<file path="src/rtl/divrem_seq_if.sv">
// Request/result bundle for the sequential 8-by-4 divider.
// The master drives operands and start; the slave returns status and results.
interface divrem_seq_if;
  logic       start;
  logic [7:0] dividend;
  logic [3:0] divisor;
  logic       busy;
  logic       done;
  logic [7:0] quotient;
  logic [3:0] remainder;
  logic       exact;
  logic       div_by_zero;

  modport master (
    output start, dividend, divisor,
    input  busy, done, quotient, remainder, exact, div_by_zero
  );

  modport slave (
    input  start, dividend, divisor,
    output busy, done, quotient, remainder, exact, div_by_zero
  );
endinterface

</file>
<file path="src/rtl/divrem_seq.sv">
// Restoring divider: 8-bit dividend by 4-bit divisor, one quotient bit per cycle.
// Divide-by-zero is resolved in the accepting cycle without entering RUN.
module divrem_seq (
  input  logic          clk,
  input  logic          reset,
  divrem_seq_if.slave   io
);

  typedef enum logic {IDLE, RUN} state_t;

  state_t     state_q, state_d;
  logic [2:0] step_q, step_d;
  logic [7:0] wq_q, wq_d;
  logic [3:0] wd_q, wd_d;
  logic [4:0] pr_q, pr_d;
  logic [7:0] quot_q, quot_d;
  logic [3:0] rem_q, rem_d;
  logic       exact_q, exact_d;
  logic       dbz_q, dbz_d;
  logic       done_q, done_d;

  // One restoring iteration; pr stays below wd so t never exceeds 5 bits.
  logic [4:0] t;
  logic       ge;
  logic [4:0] pr_nxt;
  logic [7:0] wq_nxt;

  always_comb begin
    t      = {pr_q[3:0], wq_q[7]};
    ge     = (t >= {1'b0, wd_q});
    pr_nxt = ge ? (t - {1'b0, wd_q}) : t;
    wq_nxt = {wq_q[6:0], ge};
  end

  always_comb begin
    state_d = state_q;
    step_d  = step_q;
    wq_d    = wq_q;
    wd_d    = wd_q;
    pr_d    = pr_q;
    quot_d  = quot_q;
    rem_d   = rem_q;
    exact_d = exact_q;
    dbz_d   = dbz_q;
    done_d  = 1'b0;
    case (state_q)
      IDLE: begin
        if (io.start) begin
          if (io.divisor != 4'd0) begin
            wq_d    = io.dividend;
            wd_d    = io.divisor;
            pr_d    = 5'd0;
            step_d  = 3'd0;
            state_d = RUN;
          end else begin
            quot_d  = 8'hFF;
            rem_d   = io.dividend[3:0];
            dbz_d   = 1'b1;
            exact_d = 1'b0;
            done_d  = 1'b1;
          end
        end
      end
      RUN: begin
        pr_d   = pr_nxt;
        wq_d   = wq_nxt;
        step_d = step_q + 3'd1;
        if (step_q == 3'd7) begin
          quot_d  = wq_nxt;
          rem_d   = pr_nxt[3:0];
          exact_d = (pr_nxt == 5'd0);
          dbz_d   = 1'b0;
          done_d  = 1'b1;
          state_d = IDLE;
        end
      end
      default: state_d = IDLE;
    endcase
  end

  always_ff @(posedge clk or posedge reset) begin
    if (reset) begin
      state_q <= IDLE;
      step_q  <= 3'd0;
      wq_q    <= 8'd0;
      wd_q    <= 4'd0;
      pr_q    <= 5'd0;
      quot_q  <= 8'd0;
      rem_q   <= 4'd0;
      exact_q <= 1'b0;
      dbz_q   <= 1'b0;
      done_q  <= 1'b0;
    end else begin
      state_q <= state_d;
      step_q  <= step_d;
      wq_q    <= wq_d;
      wd_q    <= wd_d;
      pr_q    <= pr_d;
      quot_q  <= quot_d;
      rem_q   <= rem_d;
      exact_q <= exact_d;
      dbz_q   <= dbz_d;
      done_q  <= done_d;
    end
  end

  assign io.busy        = (state_q == RUN);
  assign io.done        = done_q;
  assign io.quotient    = quot_q;
  assign io.remainder   = rem_q;
  assign io.exact       = exact_q;
  assign io.div_by_zero = dbz_q;

endmodule

</file>
<file path="src/flat_wrapper.sv">
// flat-port wrapper written by rule: the top's interface ports become plain ports
module divrem_seq_flat 
  (clk, reset, io_start, io_dividend, io_divisor, io_busy, io_done, io_quotient, io_remainder, io_exact, io_div_by_zero);
  divrem_seq_if io_i ();
  input  logic clk;
  input  logic reset;
  input wire logic [$bits(io_i.start)-1:0] io_start;
  input wire logic [$bits(io_i.dividend)-1:0] io_dividend;
  input wire logic [$bits(io_i.divisor)-1:0] io_divisor;
  output wire logic [$bits(io_i.busy)-1:0] io_busy;
  output wire logic [$bits(io_i.done)-1:0] io_done;
  output wire logic [$bits(io_i.quotient)-1:0] io_quotient;
  output wire logic [$bits(io_i.remainder)-1:0] io_remainder;
  output wire logic [$bits(io_i.exact)-1:0] io_exact;
  output wire logic [$bits(io_i.div_by_zero)-1:0] io_div_by_zero;
  assign io_i.start = io_start;
  assign io_i.dividend = io_dividend;
  assign io_i.divisor = io_divisor;
  assign io_busy = io_i.busy;
  assign io_done = io_i.done;
  assign io_quotient = io_i.quotient;
  assign io_remainder = io_i.remainder;
  assign io_exact = io_i.exact;
  assign io_div_by_zero = io_i.div_by_zero;
  divrem_seq u_core (.clk(clk), .reset(reset), .io(io_i));
endmodule
</file>
<file path="config.mk">
export PLATFORM = sky130hd
export DESIGN_NAME = divrem_seq_flat
export DESIGN_NICKNAME = d
export VERILOG_FILES = /design/src/rtl/divrem_seq_if.sv /design/src/rtl/divrem_seq.sv /design/src/flat_wrapper.sv
export SDC_FILE = /design/constraint.sdc
export NUM_CORES = 1
export LEC_CHECK = 0
export CAP_MARGIN = 20
export CORE_MARGIN = 4
export CORE_UTILIZATION = 45
export DETAILED_ROUTE_END_ITERATION = 6
export PLACE_DENSITY = 0.7
export SLEW_MARGIN = 20
export SYNTH_ARGS = -nofsm -noshare
export SYNTH_HDL_FRONTEND = slang
export SYNTH_SLANG_ARGS = --single-unit
</file>
<file path="constraint.sdc">
create_clock -name clk -period 2 [get_ports clk]
set_input_delay 0.6 -clock clk [delete_from_list [all_inputs] [get_ports clk]]
set_output_delay 0.6 -clock clk [all_outputs]
set_load 0.005 [all_outputs]
</file>
# Word level (Yosys, flattened, before mapping)
# Index checks and enable logic that the tools add are counted.
# totals
reg_bits,35
latchBits,0
mem_bits_rw,0
romBits,0
input_bits,15
out_inout_bits,16
elab_cells,58
memories,0
# classes
n_addsub,2
multipliers,0
div,0
magnitude_cmp,1
eq_ne,5
n_shift,0
muxes,34
n_bitwise,1
reduce_logical,5
# ops
cell,count
2-to-1 mux 8 bit,5
one-hot mux 8 bit (2 select lines),2
2-to-1 mux 4 bit,5
one-hot mux 4 bit (2 select lines),2
2-to-1 mux 1 bit,12
one-hot mux 1 bit (2 select lines),4
2-to-1 mux 3 bit,2
"inequality test 2 bit, second input constant",3
one-hot mux 3 bit (2 select lines),1
AND reduction 3 bit,2
greater-or-equal comparator 5 x 4 -> 1 bit,1
zero test 5 bit,1
2-to-1 mux 5 bit,1
subtractor 5 x 4 -> 5 bit,1
nonzero test 4 bit,1
"adder 3 x 1 -> 3 bit, second input constant",1
"equality test 3 bit, second input constant",1
"inequality test 2 x 1 -> 1 bit, second input constant",1
AND reduction 2 bit,1
NOT 1 bit,1

# Longest topological paths before layout
# logic_depth
ltp_word,5
depth_mapped,8
ltp_nobuf,8

# Least setup slack after synthesis
# No wires, ideal clock.
# synth_timing
path_type,flip-flop to flip-flop
startpoint,reg u_core.pr_q[1]
endpoint,reg u_core.exact_q (netlist: u_core.io.exact)
setup_time_ps,96
t_arrival_ps,1787
t_required_ps,1904
slack_ps,118
path_stages_with_launch,7
path_buffers,0
period_less_slack_ps,1882
path_cell_list,dfrtp_1 ha_1 nand4_2 and2_4 and2_4 o41a_1 o32ai_2
# synth_between
elab_chain_len,5
word_cells_on_any_way,6
classes_between,add/sub (1); order compare (1); mux (3); reduce/logical (1)
# synth_rtl
item,line,text
from (decl),divrem_seq.sv:15,"logic [4:0] pr_q, pr_d;"
from (signal assigned),divrem_seq.sv:98,pr_q <= pr_d;
subtractor 5 x 4 -> 5 bit or greater-or-equal comparator 5 x 4 -> 1 bit (tied branches),"divrem_seq.sv:31, divrem_seq.sv:30",
2-to-1 mux 5 bit *,divrem_seq.sv:31,"pr_nxt = ge ? (t - {1'b0, wd_q}) : t;"
zero test 5 bit *,divrem_seq.sv:71,exact_d = (pr_nxt == 5'd0);
2-to-1 mux 1 bit *,divrem_seq.sv:68,if (step_q == 3'd7) begin
one-hot mux 1 bit (2 select lines) *,divrem_seq.sv:46,case (state_q)
to (signal assigned),divrem_seq.sv:101,exact_q <= exact_d;
to (decl),divrem_seq.sv:18,"logic exact_q, exact_d;"
# Every way passes the cells marked *; elsewhere a longest branch is shown, timed or not. The select of a mux whose other input is x is not followed.
# A chain may end at the register's enable or synchronous reset.

# Worst setup path in the final report
# layout_timing
startpoint,reg u_core.pr_q[0]
endpoint,reg u_core.rem_q[1] (netlist: u_core.io.remainder[1])
# layout_between
elab_chain_len,4
word_cells_on_any_way,5
classes_between,add/sub (1); order compare (1); mux (3)
# layout_rtl
item,line,text
subtractor 5 x 4 -> 5 bit or greater-or-equal comparator 5 x 4 -> 1 bit (tied branches),"divrem_seq.sv:31, divrem_seq.sv:30",
2-to-1 mux 5 bit *,divrem_seq.sv:31,
2-to-1 mux 4 bit *,divrem_seq.sv:68,
one-hot mux 4 bit (2 select lines) *,divrem_seq.sv:46,
to (signal assigned),divrem_seq.sv:100,rem_q <= rem_d;
to (decl),divrem_seq.sv:17,"logic [3:0] rem_q, rem_d;"
# Marks and branches as above.

==> metrics.txt <==
status=finished, violations left; failing checks=negative setup slack; synth top area cells=dfrtp_1 50%, o21ai_0 5.1%, nand2_1 4.7%; Ports=31; adder-cell share of the synthesized area=5.39%; f_max=498 MHz; Max VDD drop=0.874 mV; Worst R2R End=u_core.io.remainder[1]; Mean Syn Cell Area=between 9 and 10 sq um; fin area=0.00250 sq mm; post-synthesis xor/xnor area fraction=0.496%; Die Width=around 70 um; area post-placement=between 0.002 and 0.0025 sq mm; PortBufs=30; met1 Use GR=21.9%; DR WL/cell=14.9 um; Antenna Nets Post-Route=0; Arr. time, crit path=2.23 ns; initial antenna violation count=0; layout cells sized above 1=22.0%; critical setup path kind=register to register; flop-to-flop setup slack=-0.008 ns; Max FO, Critical Path=4; vias in the first global route=~1500; met3 Resource Use GR=under 10%; Pins Over Slew Limit=0; GP Congestion=0.816; via count=1523; DIE AREA=~0.0050 sq mm; actual slew at the worst max-slew pin=0.430 ns; final hold vios=0; Tmin final=2.01 ns; Post-Route WL=4310 um; register area share after synthesis=about half; RSZ-0062 raised after global routing=yes; Die H=70.6 um; row cnt=22; DRC errors left=0; Synthesized Nets=between 200 and 250; Setup WS post-layout=-0.00834 ns; cts bufs inserted=5; Critical Path Start Type=register; GRT Util Overall=17.3%; largest family of logic cells by synthesized area=simple AND/OR/NAND/NOR gates; synthesized area=approximately 0.0018 sq mm; Hold Path Stages=1; met2 Usage GRT=29.2%; Area Growth Syn to Fin=42.0%; Distinct cells, synth=40; diodes inserted=0; cts hold-fix bufs=0; H-tree levels=2; Core Region=0.00372 sq mm; hold slack=around 0.5 ns; Clock Latency Late Sink=0.29 ns; DPL Wire Length=3040 um; Fin Clk Skew=0.00588 ns; initial core utilization=47.5%; simple-gate portion of the synthesized area=19.3%; Filler cells=roughly 300; Tcrit/Tclk final=100%; # clock sinks=35; Layout Nets=262; Max Cap Viol=0; Min-Delay Startpoint=u_core.step_q[0]; worst hold path class=register to register; Syn Inst Count=around 180; hold endpoint=u_core.step_q[0]; critical path required time=between 2 and 2.5 ns; global-route layer with the greatest usage=met2; gr ovfl total=0; routed vias/inst=5.27; clk slew on worst S/H paths=around 0.07 ns; drt initial violations=around 100; Reg2Reg Depth=7; critical path endpoint category=register; R2R Path Start=u_core.pr_q[0]; mux share of post-synthesis cell area=4.61%; largest net degree at the start of global routing=36; total leakage power=1.14 nW; CTS tree=built; first-pass GRT wire length=6870 um; Synthesis Warnings=0; Max clock buf depth=2; Final Setup Violations=1; post-synthesis compound-gate area fraction=between 15 and 20%; Synth Register Bits=35; Yosys top cell area share=49.6%; root buf cell=clkbuf_8; drt first pass iters=4; top cell type by total area after synthesis=dfrtp_1; PD cells=1790 mW/mm^2; max_slew headroom=71.3%
## flip-flops by register name, summed over array words and instances (netlist names)
| name | flops |
|---|---|
| u_core.io.quotient | 8 |
| u_core.io.remainder | 4 |
| u_core.pr_q | 4 |
| u_core.wq_q | 8 |
| u_core.io.done | 1 |
| u_core.io.exact | 1 |
| u_core.io.busy | 1 |
| u_core.wd_q | 4 |
| u_core.step_q | 3 |
| u_core.io.div_by_zero | 1 |
## timing repair
action,CTS,global route
hold endpoints to repair,0,0
endpoints found under the setup margin,1,18
setup buffers,0,7
pin swaps,0,5
resized for setup,2,13
## routing by layer
layer / wire, um / up-vias
met5: 0 / -
met1: 1840 / 721
met2: 2230 / 46
met4: 49 / 0
met3: 189 / 6
li1: - / 750
## report_power, final
part           switching, mW  total, mW  leakage, nW  internal (mW)
Combinational           1.21       2.57        0.673           1.36
Sequential             0.247       1.29        0.410           1.04
Clock                  0.262      0.633       0.0581          0.371
## critical path, cell delays in order, from the launching register on
cell	delay, ns
dfrtp_1	0.44
ha_4	0.31
nor2b_4	0.18
o31ai_4	0.08
and2_4	0.18
buf_4	0.14
a211oi_1	0.39
o22a_1	0.21
## placed cells by master, fill, tap and decap left out, types with 2 or more instances in the layout
cell type and n:
a211oi_1 2, a21oi_1 4, and2_4 2, buf_12 2
buf_4 24, clkbuf_8 5, clkdlybuf4s50_1 27, dfrtp_1 34
dlymetal6s2s_1 3, ha_1 2, ha_4 4, inv_1 11
mux2i_1 7, nand2_1 21, nand2_2 2, nand3_1 6
nor2_1 21, nor3_1 9, o21a_1 3, o21ai_0 17
o21ai_1 5, o22ai_1 2
## cell type report
class                   instances  area [sq um]  area share [%]
multi-input cells             130           882            35.2
inverters                      12          45.0            1.80
clock buffers                   5          68.8            2.75
clock inverters                 3          43.8            1.75
well taps                      48          60.1            2.40
flip-flops and latches         35           877            35.0
repair buffers                 56           528            21.1
## worst max path at each step
| stage | startpoint | to | slack (ns) | cells past startpoint |
|---|---|---|---|---|
| finish | u_core.pr_q[0] | u_core.io.remainder[1] | -0.008 | 7 |
| global route | u_core.pr_q[1] | u_core.io.exact | -0.06 | 6 |
| floorplan | u_core.pr_q[1] | u_core.io.exact | 0.12 | 6 |
| detailed placement | io_divisor[0] | u_core.wq_q[6] | -0.27 | 6 |
| CTS | u_core.io.busy | io_busy | 0.01 | 1 |
| global placement | io_divisor[0] | u_core.wq_q[4] | -0.23 | 6 |
## cells in the mapped netlist
library cell,number
a211oi_1,2
a21o_1,1
a21oi_1,4
a31o_2,1
a31oi_1,1
a32oi_1,1
and2_1,1
and2_4,2
buf_6,1
clkbuf_1,5
dfrtp_1,35
fa_1,1
ha_1,6
inv_1,12
mux2_2,1
mux2i_1,7
nand2_1,22
nand2_2,1
nand3_1,6
nand3b_1,1
nand4_2,1
nor2_1,21
nor2_4,1
nor2b_1,2
nor3_1,9
nor4_1,1
o211a_1,1
o21a_1,3
o21ai_0,18
o21ai_1,4
o22a_1,1
o22ai_1,2
o311ai_1,1
o31ai_4,1
o32ai_2,1
o41a_1,1
or2_2,1
or3_1,1
or4_4,1
xnor2_1,1
## stage by stage
stage,std cells,utilization (%),setup slack [ns],power [mW],TNS (ns)
global route,289,67.4,-0.0624,4.83,-0.0988
detailed placement,274,60.9,-0.272,3.42,-6.28
finish,289,67.4,-0.00834,4.49,-0.00834
CTS,282,64.3,0.00987,4.11,0
global placement,274,60.9,-0.227,3.35,-5.17
floorplan,183,-,0.118,2.59,0
## cells by family (layout without fill, tap and decap cells)
group | after synthesis | count (layout)
AO/OA/AOI/OAI | 43 | 43
XOR/XNOR | 1 | 1
adder cells (fa/ha/maj) | 7 | 7
buffers and inverters | 18 | 76
flip-flops | 35 | 35
multiplexers | 8 | 8
AND/OR/NAND/NOR | 71 | 71
(Power assumes the default switching activity.)
